### src/rtl/sd_card_dat_responder.sv
// sd_card_dat_responder: card-side engine for the SD DAT0 line.
// Reads transmit framed blocks: start bit, payload, CRC16, end bit.
// Writes receive framed blocks, answer with a CRC status token, then hold busy.
// Optional feature: define SD_CARD_DAT_CRC16_EN to generate and check a real CRC16.
// Without it the read CRC field is all ones and write checks look at the end bit only.
module sd_card_dat_responder #(
  parameter int BLOCK_BITS  = 32,
  parameter int NAC_CYCLES  = 8,
  parameter int GAP_CYCLES  = 2,
  parameter int BUSY_CYCLES = 8
) (
  input  logic                  sd_clock,
  input  logic                  reset,
  input  logic                  start_read,
  input  logic                  start_write,
  input  logic                  stop,
  input  logic [3:0]            block_count,
  input  logic [BLOCK_BITS-1:0] data_in,
  output logic                  data_req,
  output logic [BLOCK_BITS-1:0] data_out,
  output logic                  data_valid,
  output logic                  crc_ok,
  input  logic                  dat_in,
  output logic                  dat_out,
  output logic                  dat_oe,
  output logic                  busy,
  output logic                  done
);

  typedef enum logic [4:0] {
    IDLE, RD_WAIT, RD_START, RD_DATA, RD_CRC, RD_END, RD_GAP,
    WR_WAIT, WR_DATA, WR_CRC, WR_END, WR_RESULT, WR_NCRC,
    WR_STATUS, WR_BUSY, WR_RELEASE, DONE
  } state_t;

  localparam logic [15:0] NAC_LAST   = 16'(NAC_CYCLES - 1);
  localparam logic [15:0] GAP_LAST   = 16'(GAP_CYCLES - 1);
  localparam logic [15:0] DATA_LAST  = 16'(BLOCK_BITS - 1);
  localparam logic [15:0] BUSY_LAST  = 16'(BUSY_CYCLES - 1);
  localparam logic [15:0] CRC_LAST   = 16'd15;
  localparam logic [15:0] NCRC_LAST  = 16'd1;
  localparam logic [15:0] TOKEN_LAST = 16'd4;

  state_t                  state_reg;
  state_t                  state_next;
  logic [15:0]             cnt_reg;
  logic [3:0]              blocks_reg;
  logic [BLOCK_BITS-1:0]   tx_shift_reg;
  logic [BLOCK_BITS-1:0]   rx_shift_reg;
  logic                    load_tx;
  logic                    last_block;
  logic                    crc_match;
  logic                    rd_crc_bit;
  logic [4:0]              token;
  logic [2:0]              token_idx;

  // A new read payload is taken on the last Nac cycle and on the last inter-block gap cycle
  assign load_tx    = ((state_reg == RD_WAIT) && (cnt_reg == NAC_LAST)) ||
                      ((state_reg == RD_GAP)  && (cnt_reg == GAP_LAST));
  assign last_block = (blocks_reg <= 4'd1);

`ifdef SD_CARD_DAT_CRC16_EN
  logic [15:0] crc_reg;
  logic [15:0] rx_crc_reg;

  // One serial step of x^16+x^12+x^5+1
  function automatic logic [15:0] crc16_step(input logic [15:0] crc, input logic bit_in);
    logic fb;
    fb = bit_in ^ crc[15];
    return {crc[14:0], 1'b0} ^ (fb ? 16'h1021 : 16'h0000);
  endfunction

  // CRC accumulator: cleared at block start, fed with data bits, shifted out on reads
  always_ff @(posedge sd_clock or negedge reset) begin
    if (!reset) begin
      crc_reg    <= '0;
      rx_crc_reg <= '0;
    end else begin
      case (state_reg)
        RD_WAIT, RD_GAP: if (load_tx) crc_reg <= '0;
        RD_DATA:         crc_reg <= crc16_step(crc_reg, tx_shift_reg[BLOCK_BITS-1]);
        RD_CRC:          crc_reg <= {crc_reg[14:0], 1'b0};
        WR_WAIT:         if (!dat_in) crc_reg <= '0;
        WR_DATA:         crc_reg <= crc16_step(crc_reg, dat_in);
        WR_CRC:          rx_crc_reg <= {rx_crc_reg[14:0], dat_in};
        default:         ;
      endcase
    end
  end

  assign crc_match  = (crc_reg == rx_crc_reg);
  assign rd_crc_bit = crc_reg[15];
`else
  assign crc_match  = 1'b1;
  assign rd_crc_bit = 1'b1;
`endif

  // State register
  always_ff @(posedge sd_clock or negedge reset) begin
    if (!reset) state_reg <= IDLE;
    else        state_reg <= state_next;
  end

  // Next-state logic; stop overrides everything
  always_comb begin
    state_next = state_reg;
    case (state_reg)
      IDLE: begin
        if (start_read)       state_next = RD_WAIT;
        else if (start_write) state_next = WR_WAIT;
      end
      RD_WAIT:    if (cnt_reg == NAC_LAST)   state_next = RD_START;
      RD_START:   state_next = RD_DATA;
      RD_DATA:    if (cnt_reg == DATA_LAST)  state_next = RD_CRC;
      RD_CRC:     if (cnt_reg == CRC_LAST)   state_next = RD_END;
      RD_END:     state_next = last_block ? DONE : RD_GAP;
      RD_GAP:     if (cnt_reg == GAP_LAST)   state_next = RD_START;
      WR_WAIT:    if (!dat_in)               state_next = WR_DATA;
      WR_DATA:    if (cnt_reg == DATA_LAST)  state_next = WR_CRC;
      WR_CRC:     if (cnt_reg == CRC_LAST)   state_next = WR_END;
      WR_END:     state_next = WR_RESULT;
      WR_RESULT:  state_next = WR_NCRC;
      WR_NCRC:    if (cnt_reg == NCRC_LAST)  state_next = WR_STATUS;
      WR_STATUS:  if (cnt_reg == TOKEN_LAST) state_next = WR_BUSY;
      WR_BUSY:    if (cnt_reg == BUSY_LAST)  state_next = WR_RELEASE;
      WR_RELEASE: state_next = last_block ? DONE : WR_WAIT;
      DONE:       state_next = IDLE;
      default:    state_next = IDLE;
    endcase
    if (stop) state_next = IDLE;
  end

  // Moore outputs: pad drive, handshakes and status pulses
  always_comb begin
    dat_oe     = 1'b0;
    dat_out    = 1'b1;
    data_req   = load_tx;
    done       = 1'b0;
    data_valid = 1'b0;
    busy       = (state_reg != IDLE);
    token      = crc_ok ? 5'b00101 : 5'b01011;
    token_idx  = 3'd4 - cnt_reg[2:0];
    case (state_reg)
      RD_WAIT:    dat_oe = 1'b1;
      RD_START:   begin dat_oe = 1'b1; dat_out = 1'b0; end
      RD_DATA:    begin dat_oe = 1'b1; dat_out = tx_shift_reg[BLOCK_BITS-1]; end
      RD_CRC:     begin dat_oe = 1'b1; dat_out = rd_crc_bit; end
      RD_END:     dat_oe = 1'b1;
      RD_GAP:     dat_oe = 1'b1;
      WR_RESULT:  data_valid = 1'b1;
      WR_STATUS:  begin dat_oe = 1'b1; dat_out = token[token_idx]; end
      WR_BUSY:    begin dat_oe = 1'b1; dat_out = 1'b0; end
      WR_RELEASE: dat_oe = 1'b1;
      DONE:       done = 1'b1;
      default:    ;
    endcase
  end

  // Datapath: phase counter, block count, shifters and the received-block result
  always_ff @(posedge sd_clock or negedge reset) begin
    if (!reset) begin
      cnt_reg      <= '0;
      blocks_reg   <= '0;
      tx_shift_reg <= '0;
      rx_shift_reg <= '0;
      data_out     <= '0;
      crc_ok       <= 1'b0;
    end else begin
      if (state_next != state_reg) cnt_reg <= '0;
      else                         cnt_reg <= cnt_reg + 16'd1;
      if (load_tx) tx_shift_reg <= data_in;
      case (state_reg)
        IDLE: begin
          if (start_read || start_write)
            blocks_reg <= (block_count == 4'd0) ? 4'd1 : block_count;
        end
        RD_DATA:            tx_shift_reg <= {tx_shift_reg[BLOCK_BITS-2:0], 1'b0};
        RD_END, WR_RELEASE: if (!last_block) blocks_reg <= blocks_reg - 4'd1;
        WR_DATA:            rx_shift_reg <= {rx_shift_reg[BLOCK_BITS-2:0], dat_in};
        WR_END: begin
          if (!stop) begin
            data_out <= rx_shift_reg;
            crc_ok   <= crc_match && dat_in;
          end
        end
        default: ;
      endcase
    end
  end

endmodule
### config.mk
export PLATFORM = sky130hd
export DESIGN_NAME = sd_card_dat_responder
export DESIGN_NICKNAME = d
export VERILOG_FILES = /design/src/rtl/sd_card_dat_responder.sv
export SDC_FILE = /design/constraint.sdc
export NUM_CORES = 1
export LEC_CHECK = 0
export CORE_ASPECT_RATIO = 1.1
export CORE_UTILIZATION = 59
export CTS_CLUSTER_SIZE = 25
export DETAILED_ROUTE_END_ITERATION = 10
export PLACE_DENSITY = 0.85
export SYNTH_ARGS = -nofsm -noshare
export SYNTH_HDL_FRONTEND = slang
export SYNTH_SLANG_ARGS = --single-unit
### constraint.sdc
create_clock -name sd_clock -period 6.9 [get_ports sd_clock]
set_clock_uncertainty 0.1 [all_clocks]
set_input_delay 1.38 -clock sd_clock [delete_from_list [all_inputs] [get_ports sd_clock]]
set_output_delay 1.38 -clock sd_clock [all_outputs]
set_load 0.03 [all_outputs]
==> results of run 1 <==
-- worst max-delay path, stage by stage, from the launching register on --
cell             delay [ps]
dfrtp_1                 420
or4_1                   670
nor4b_4                 560
nand2_2                 680
inv_1                   170
clkdlybuf4s50_1         690
-- power by group through the flow --
stage	sequential, mW	clock [mW]	combinational [mW]
detailed placement	0.968	0	0.575
global route	0.981	0.895	0.651
finish	0.965	0.851	0.591
global placement	0.956	0	0.555
floorplan	0.909	0	0.484
CTS	0.962	0.863	0.592
-- area by class of cell --
type,count,area (sq um)
flip-flops and latches,122,3050
multi-input cells,363,2690
fillers,598,2220
repair buffers,84,828
clock buffers,17,414
clock inverters,15,154
well taps,117,146
inverters,10,37.5
-- layer usage --
metal | global-route usage (%) | vias up
met5 | 0 | -
met4 | 11.7 | 0
met3 | 5.41 | 33
met2 | 46.2 | 129
met1 | 33.2 | 2131
li1 | - | 2029
-- Yosys cell counts (all sizes together) (2+ instances only) --
library cell,count,area share (%)
o31ai,3,0.46
nand4b,3,0.70
ha,6,1.3
o21ba,2,0.34
nor4b,2,0.55
mux2,65,12
a21oi,12,1.0
nand4,3,0.32
o21ai,39,3.3
clkbuf,25,1.6
and4b,2,0.34
xnor2,9,1.5
nand2b,6,0.63
nand3,9,0.76
or3,5,0.53
dfrtp,122,52
nor3,28,3.2
buf,11,0.99
nor4,7,0.74
xor2,7,1.0
a21o,2,0.25
nor3b,3,0.38
mux2i,32,5.4
inv,10,0.63
and3,5,0.53
or2,4,0.42
or4,3,0.38
nor2,26,1.6
a31oi,6,0.74
a22oi,2,0.25
nand2,51,3.3
nor2b,5,0.53
-- how the worst min path moves through the flow --
stage	start	to	cells past startpoint
6_report	tx_shift_reg[11]	tx_shift_reg[12]	2
5_1_grt	tx_shift_reg[26]	tx_shift_reg[27]	2
3_5_place_dp	tx_shift_reg[11]	tx_shift_reg[12]	2
2_1_floorplan	tx_shift_reg[9]	tx_shift_reg[10]	2
3_3_place_gp	tx_shift_reg[16]	tx_shift_reg[17]	2
4_1_cts	tx_shift_reg[11]	tx_shift_reg[12]	2
-- metrics by stage --
step	setup slack, ps	cell area, sq um	total power, mW	hold slack, ps
after floorplan	3150	5920	1.39	350
after global placement	2290	6750	1.51	357
after detailed placement	2270	6750	1.54	379
after CTS	1670	7320	2.42	391
after global routing	1450	7320	2.53	405
final	1680	7320	2.41	387
-- cells by family after synthesis --
family                     count (synthesis)  synth area share [%]
and+or+nand+nor                          165                  15.4
adders and majority gates                  6                  1.27
xor gates and xnor gates                  16                  2.49
muxes                                     97                  17.8
buffers and inverters                     46                  3.21
AOI/OAI and AO/OA                         79                  8.26
DFF                                      122                  51.6
==> run summary, run 1 <==
Final core occ = 76.7%
Final Hold Viols = 0
Post-synth EDFFs = 0
Drt pass-1 iters = 5
Row count = 37
Min Tclk post-route = 5220 ps
Met2 routed WL = 6900 microns
Syn-to-layout area delta = 23.6%
Register area share after synthesis = 51.6%
Yosys reg bits = 122
FF-to-FF path depth = 7
I/O Buffers = 80
# hold bufs at CTS = 0
Setup violators final = 0
Netlist cell types = 58
Vias in the first global route = 4,349
TritonCTS clock tree = built
Postcts setup bufs = 0
Rel. slew slack = 35.0%
Overflow after GRT = 0
Slew @ Worst Pin = 971 ps
Crit. End Element = output port
Gate Count Post-Synth = 531
Max_cap viols = 0
DR vias/cell = 5.94
Placed insts = 696
Setup crit start = cnt_reg[13]
PwrDens = 329 nW/um^2
Die X = 97.5 microns
DRT iter0 DRCs = 254
Routed via count = 4,322
Avg Cell Area, Syn = 11.1 sq um
Nets = 646
Total wirelength of the detailed-routed design = 13,300 microns
GRT Overall Usage = 26.9%
Fin. max-slew vios = 0
Worst R2R Setup Slack = 3750 ps
TNS Setup = 0 ps
First-pass GRT wire length = 21,700 microns
Sw Share = 34.9%
Latest clock arrival within the worst-skew pair = 530 ps
Die area = 10,400 sq um
Syn Std Cell Area = 5920 sq um
Initial core utilization = 62.1%
Final antenna-violating net count = 0
CP max FO = 33
R2R Path Start = cnt_reg[13]
Crit path to = data_req
Fmax = 191 MHz
Ports = 81
RSZ-0062 raised after global routing = no
Comb pwr share = 24.6%
WL/cell = 18.3 microns
Post-synth net total = 579
Dpl hpwl = 8190 microns
Antenna Cells = 0
Int Power = 1.57 mW
Post_cts resized = 0
RR Endpoint = cnt_reg[2]
Total clock sinks = 122
Ys flop type = dfrtp_1
Top routing layer in use = met4
Layout cells sized above 1 = 21.1%
Core Area = 9540 sq um
Flop pwr share = 40.1%
CP Class = flop to output port
Post-synth ARST share = 100%
Largest net degree at the start of global routing = 71
Arrival @ worst endpoint = 3740 ps
Outcome = finished clean
Clk pwr share = 35.4%
Largest vdd supply drop = 0.000216 V
Final Wtd Congestion = 0.839
Psw = 0.841 mW
Startpoint Class = flop
Most frequent cells in the layout = dfrtp_1 (122), clkdlybuf4s50_1 (79), mux2_2 (65)
Chip Height = 107 microns
Commonest non-fill, non-tap cell in the layout = dfrtp_1
Initial antenna violation count = 0
Final period util = 75.7%
Data required time of the worst path = 5420 ps
Bufs on Longest Clock Path = 2
Hold Crit Class = flop to flop
Met1 Wirelength = 5490 microns
Reg clk slew, reported paths = 70 ps
Non-Filler Instances = 728
Leakage power = 3.45 nW
Met3 WL = 570 microns
Root Buffer = clkbuf_8
DRC Markers = 0
Total CTS buffers = 17
Ys Warns = 0
H-tree depth = 4
Note: power is estimated with default switching activity, not from simulation.
==> inputs of run 2 (changes only) <==
CORE_UTILIZATION = 55   (was 59)
PLACE_DENSITY = 0.8   (was 0.85)
clock period = 5.2 ns   (was 6.9 ns; I/O delays follow)
==> run 2 against run 1 <==
  * Non-clock buffer count is 1 higher
  * Final area is 0.97% higher
  * Clock-buffer cell count is 5 higher
  * Setup slack worse by 790 ps
  * Combinational power is 30% higher
  * Total power is 33% higher
  * Utilization is 6.0 points lower
  * Critical path depth is 1 higher
  * Critical endpoint unchanged
==> run summary, run 2 (synthesized netlist as in run 1, its figures left out) <==
Outcome = finished clean
Dpl hpwl = 8070 microns
Final antenna-violating net count = 0
Largest vdd supply drop = 0.000294 V
Latest clock arrival within the worst-skew pair = 400 ps
GRT Overall Usage = 24.0%
Chip Height = 111 microns
PwrDens = 435 nW/um^2
Routed via count = 4,239
Setup violators final = 0
WHS Endpoint = tx_shift_reg[27]
Final Hold Viols = 0
Postcts setup bufs = 0
Overflow after GRT = 0
I/O Buffers = 80
# hold bufs at CTS = 0
DRT iter0 DRCs = 252
Non-Filler Instances = 755
TNS Setup = 0 ps
Startpoint Class = flop
H-tree depth = 4
Initial core utilization = 56.7%
CP Cell Sequence = or4_1, nor4b_4, nand2_2, buf_4, inv_1, clkdlybuf4s50_1
Syn-to-layout area delta = 24.8%
Row count = 39
Final period util = 82.9%
DRC Markers = 0
Commonest non-fill, non-tap cell in the layout = dfrtp_1
Nets = 647
Max_cap viols = 0
Root Buffer = clkbuf_16
Total clock sinks = 122
TritonCTS clock tree = built
Initial antenna violation count = 0
Min Tclk post-route = 4310 ps
Antenna Cells = 0
Die area = 11,200 sq um
RSZ-0062 raised after global routing = no
Most frequent cells in the layout = dfrtp_1 (122), clkdlybuf4s50_1 (79), mux2_2 (65)
DR vias/cell = 5.61
Arrival @ worst endpoint = 3170 ps
Ports = 81
Layout cells sized above 1 = 21.1%
Worst R2R Setup Slack = 1980 ps
Fmax = 232 MHz
Data required time of the worst path = 4060 ps
Fin. max-slew vios = 0
WHS = 380 ps
Crit. End Element = output port
WL/cell = 16.2 microns
Leakage power = 3.47 nW
Core Area = 10,400 sq um
Hold_sp = tx_shift_reg[26]
CP max FO = 33
FF-to-FF path depth = 8
Max stage delay cell, worst path = clkdlybuf4s50_1
FILL cells = 752
RR Endpoint = cnt_reg[4]
Slew @ Worst Pin = 990 ps
Total CTS buffers = 17
R2R Path Start = state_reg[0]
Rel. slew slack = 34.0%
Largest net degree at the start of global routing = 81
Final Wtd Congestion = 0.865
Reg clk slew, reported paths = 60 ps
CP peak stage delay = 670 ps
CP Class = flop to output port
Hold Crit Depth = 2
Total wirelength of the detailed-routed design = 12,300 microns
Drt pass-1 iters = 5
Vias in the first global route = 4,344
Post_cts resized = 0
First-pass GRT wire length = 20,900 microns
Placed insts = 723
Hold Crit Class = flop to flop
Bufs on Longest Clock Path = 2
Die X = 101 microns
==> run 2: cell count changes in the layout (fill, tap and decap cells not counted), sizes merged <==
cell	previous run	this run
buf	5	6
inv	18	11
bufinv	1	2
clkbuf	17	22
clkinvlp	2	3
==> run 2: worst max path at each step <==
stage / from / endpoint / slack, ps / cells past startpoint
floorplan: cnt_reg[13] / data_req / 1790 / 6
global placement: cnt_reg[13] / data_req / 1360 / 6
finish: cnt_reg[13] / data_req / 890 / 6
detailed placement: cnt_reg[12] / data_req / 1320 / 6
global route: state_reg[0] / data_req / 740 / 7
CTS: cnt_reg[12] / data_req / 890 / 6
==> run 2: routing by layer <==
layer | vias up | global-route usage [%] | part of all wire, %
met2 | 102 | 40.4 | 52
met3 | 13 | 5.86 | 4.1
met1 | 2105 | 30.5 | 43
met4 | 0 | 7.25 | 1.0
met5 | - | 0 | 0
li1 | 2019 | - | -
==> run 2: worst max-delay path: cells and delay by family, from the launching register on <==
| kind | cells | cell delay (ps) |
|---|---|---|
| simple gates | 3 | 1290 |
| buf+inv | 3 | 1080 |
| flops | 1 | 400 |
==> run 2: final cells by class <==
cell class	count	area, sq um	area share (%)
clock inverters	10	115	1.56
well taps	143	179	2.42
inverters	10	37.5	0.508
clock buffers	22	484	6.55
multi-input cells	363	2690	36.3
flip-flops and latches	122	3050	41.3
repair buffers	85	836	11.3
==> run 2: through the flow <==
stage	instance area [sq um]	total power [mW]	utilization (%)	setup slack [ps]
after floorplan	5920	1.85	-	1790
after global placement	6790	2.01	65.0	1360
after detailed placement	6790	2.05	65.0	1320
after CTS	7390	3.23	70.8	890
after global routing	7390	3.39	70.8	736
final	7390	3.21	70.8	889
==> run 2: power by group <==
group	switching, mW	internal [mW]	total [mW]
Clock	0.416	0.756	1.17
Sequential	0.160	1.11	1.27
Combinational	0.454	0.313	0.767
==> inputs of run 3 (changes only) <==
clock period = 4.2 ns   (was 5.2 ns; I/O delays follow)
==> run 3 against run 2 <==
  * Die area is the same
  * Final area grew 1.3%
  * Sequential power grew 22%
  * Largest cell class unchanged
  * Critical endpoint unchanged
  * Sequential share of layout area shrank 0.53 points
  * Clock-buffer cell count shrank 3
  * Final cell count grew 0.26%
  * Wire length grew 1.5%
==> run summary, run 3 (synthesized netlist as in run 1, its figures left out) <==
Outcome = finished clean
Placed insts = 725
Chip Height = 111 microns
RR Endpoint = cnt_reg[5]
Final period util = 91.1%
Final Cell Area = 7490 sq um
Arrival @ worst endpoint = 2890 ps
PwrDens = 558 nW/um^2
Rel. slew slack = 38.2%
Antenna Cells = 0
Final antenna-violating net count = 0
TritonCTS clock tree = built
Total CTS buffers = 17
R2R Path Start = cnt_reg[13]
Min Tclk post-route = 3830 ps
Commonest non-fill, non-tap cell in the layout = dfrtp_1
WHS = 385 ps
Met1 Wirelength = 5480 microns
Most frequent cells in the layout = dfrtp_1 (122), clkdlybuf4s50_1 (79), mux2_2 (65)
Met3 WL = 469 microns
Post-placement cell area = 6820 sq um
Core Area = 10,400 sq um
DRC Markers = 0
Leakage power = 3.52 nW
Data required time of the worst path = 3260 ps
Final Hold Viols = 0
WL/cell = 16.4 microns
Worst R2R Setup Slack = 1100 ps
Die X = 101 microns
Setup violators final = 0
Latest clock arrival within the worst-skew pair = 400 ps
Postcts setup bufs = 0
I/O Buffers = 80
Fin. max-slew vios = 0
Reg clk slew, reported paths = 60 ps
Total wirelength of the detailed-routed design = 12,500 microns
Vias in the first global route = 4,364
H-tree depth = 4
First-pass GRT wire length = 21,400 microns
Max_cap viols = 0
Layout cells sized above 1 = 21.5%
Syn-to-layout area delta = 26.5%
Crit. End Element = output port
RSZ-0062 raised after global routing = no
Final core occ = 71.7%
Met2 routed WL = 6370 microns
Final Power = 4.18 mW
Post_cts resized = 0
Dpl hpwl = 8080 microns
DRT iter0 DRCs = 209
Bufs on Longest Clock Path = 2
# hold bufs at CTS = 0
Initial core utilization = 56.7%
Die area = 11,200 sq um
Slew @ Worst Pin = 926 ps
Largest net degree at the start of global routing = 74
Nets = 649
Total clock sinks = 122
Row count = 39
Startpoint Class = flop
Non-Filler Instances = 757
CP max FO = 9
Final Wtd Congestion = 0.881
Top routing layer in use = met4
Routed via count = 4,306
CP Class = flop to output port
DP Worst Slack = 803 ps
Initial antenna violation count = 0
Root Buffer = clkbuf_16
DR vias/cell = 5.69
Setup crit start = cnt_reg[13]
Overflow after GRT = 0
Hold Crit Class = flop to flop
Setup WS post-layout = 375 ps
Ports = 81
TNS Setup = 0 ps
Largest vdd supply drop = 0.000328 V
Fmax = 261 MHz
FF-to-FF path depth = 7
Crit path to = data_req
GRT Overall Usage = 24.4%
Drt pass-1 iters = 4
## run 3: layout make-up
cell class | count | area (sq um)
Sequential cell | 122 | 3050
Fill cell | 752 | 2960
Multi-Input combinational cell | 363 | 2690
Timing Repair Buffer | 87 | 863
Clock buffer | 19 | 453
Clock inverter | 13 | 215
Tap cell | 143 | 179
Inverter | 10 | 37.5
## run 3: layer usage
| metal | vias to the layer above | global-route usage (%) |
|---|---|---|
| li1 | 2039 | - |
| met1 | 2147 | 30.9 |
| met2 | 107 | 40.5 |
| met3 | 13 | 6.37 |
| met4 | 0 | 7.92 |
| met5 | - | 0 |
## run 3: power breakdown
group | switching, mW | total [mW] | internal (mW)
clock network | 0.539 | 1.63 | 1.09
registers | 0.175 | 1.55 | 1.38
logic | 0.592 | 0.991 | 0.399
total | 1.31 | 4.18 | 2.87
## run 3: worst min path at each step
stage | depth (start not counted) | startpoint | end
6_report | 2 | tx_shift_reg[9] | tx_shift_reg[10]
5_1_grt | 2 | tx_shift_reg[24] | tx_shift_reg[25]
4_1_cts | 2 | tx_shift_reg[27] | tx_shift_reg[28]
3_5_place_dp | 2 | tx_shift_reg[24] | tx_shift_reg[25]
3_3_place_gp | 2 | tx_shift_reg[18] | tx_shift_reg[19]
2_1_floorplan | 2 | tx_shift_reg[9] | tx_shift_reg[10]
## run 3: critical path, cell delays in order (launching register included)
cell	delay, ps
dfrtp_1	410
or4_1	660
nor4b_4	550
nand2_2	130
inv_1	80
clkdlybuf4s50_1	660
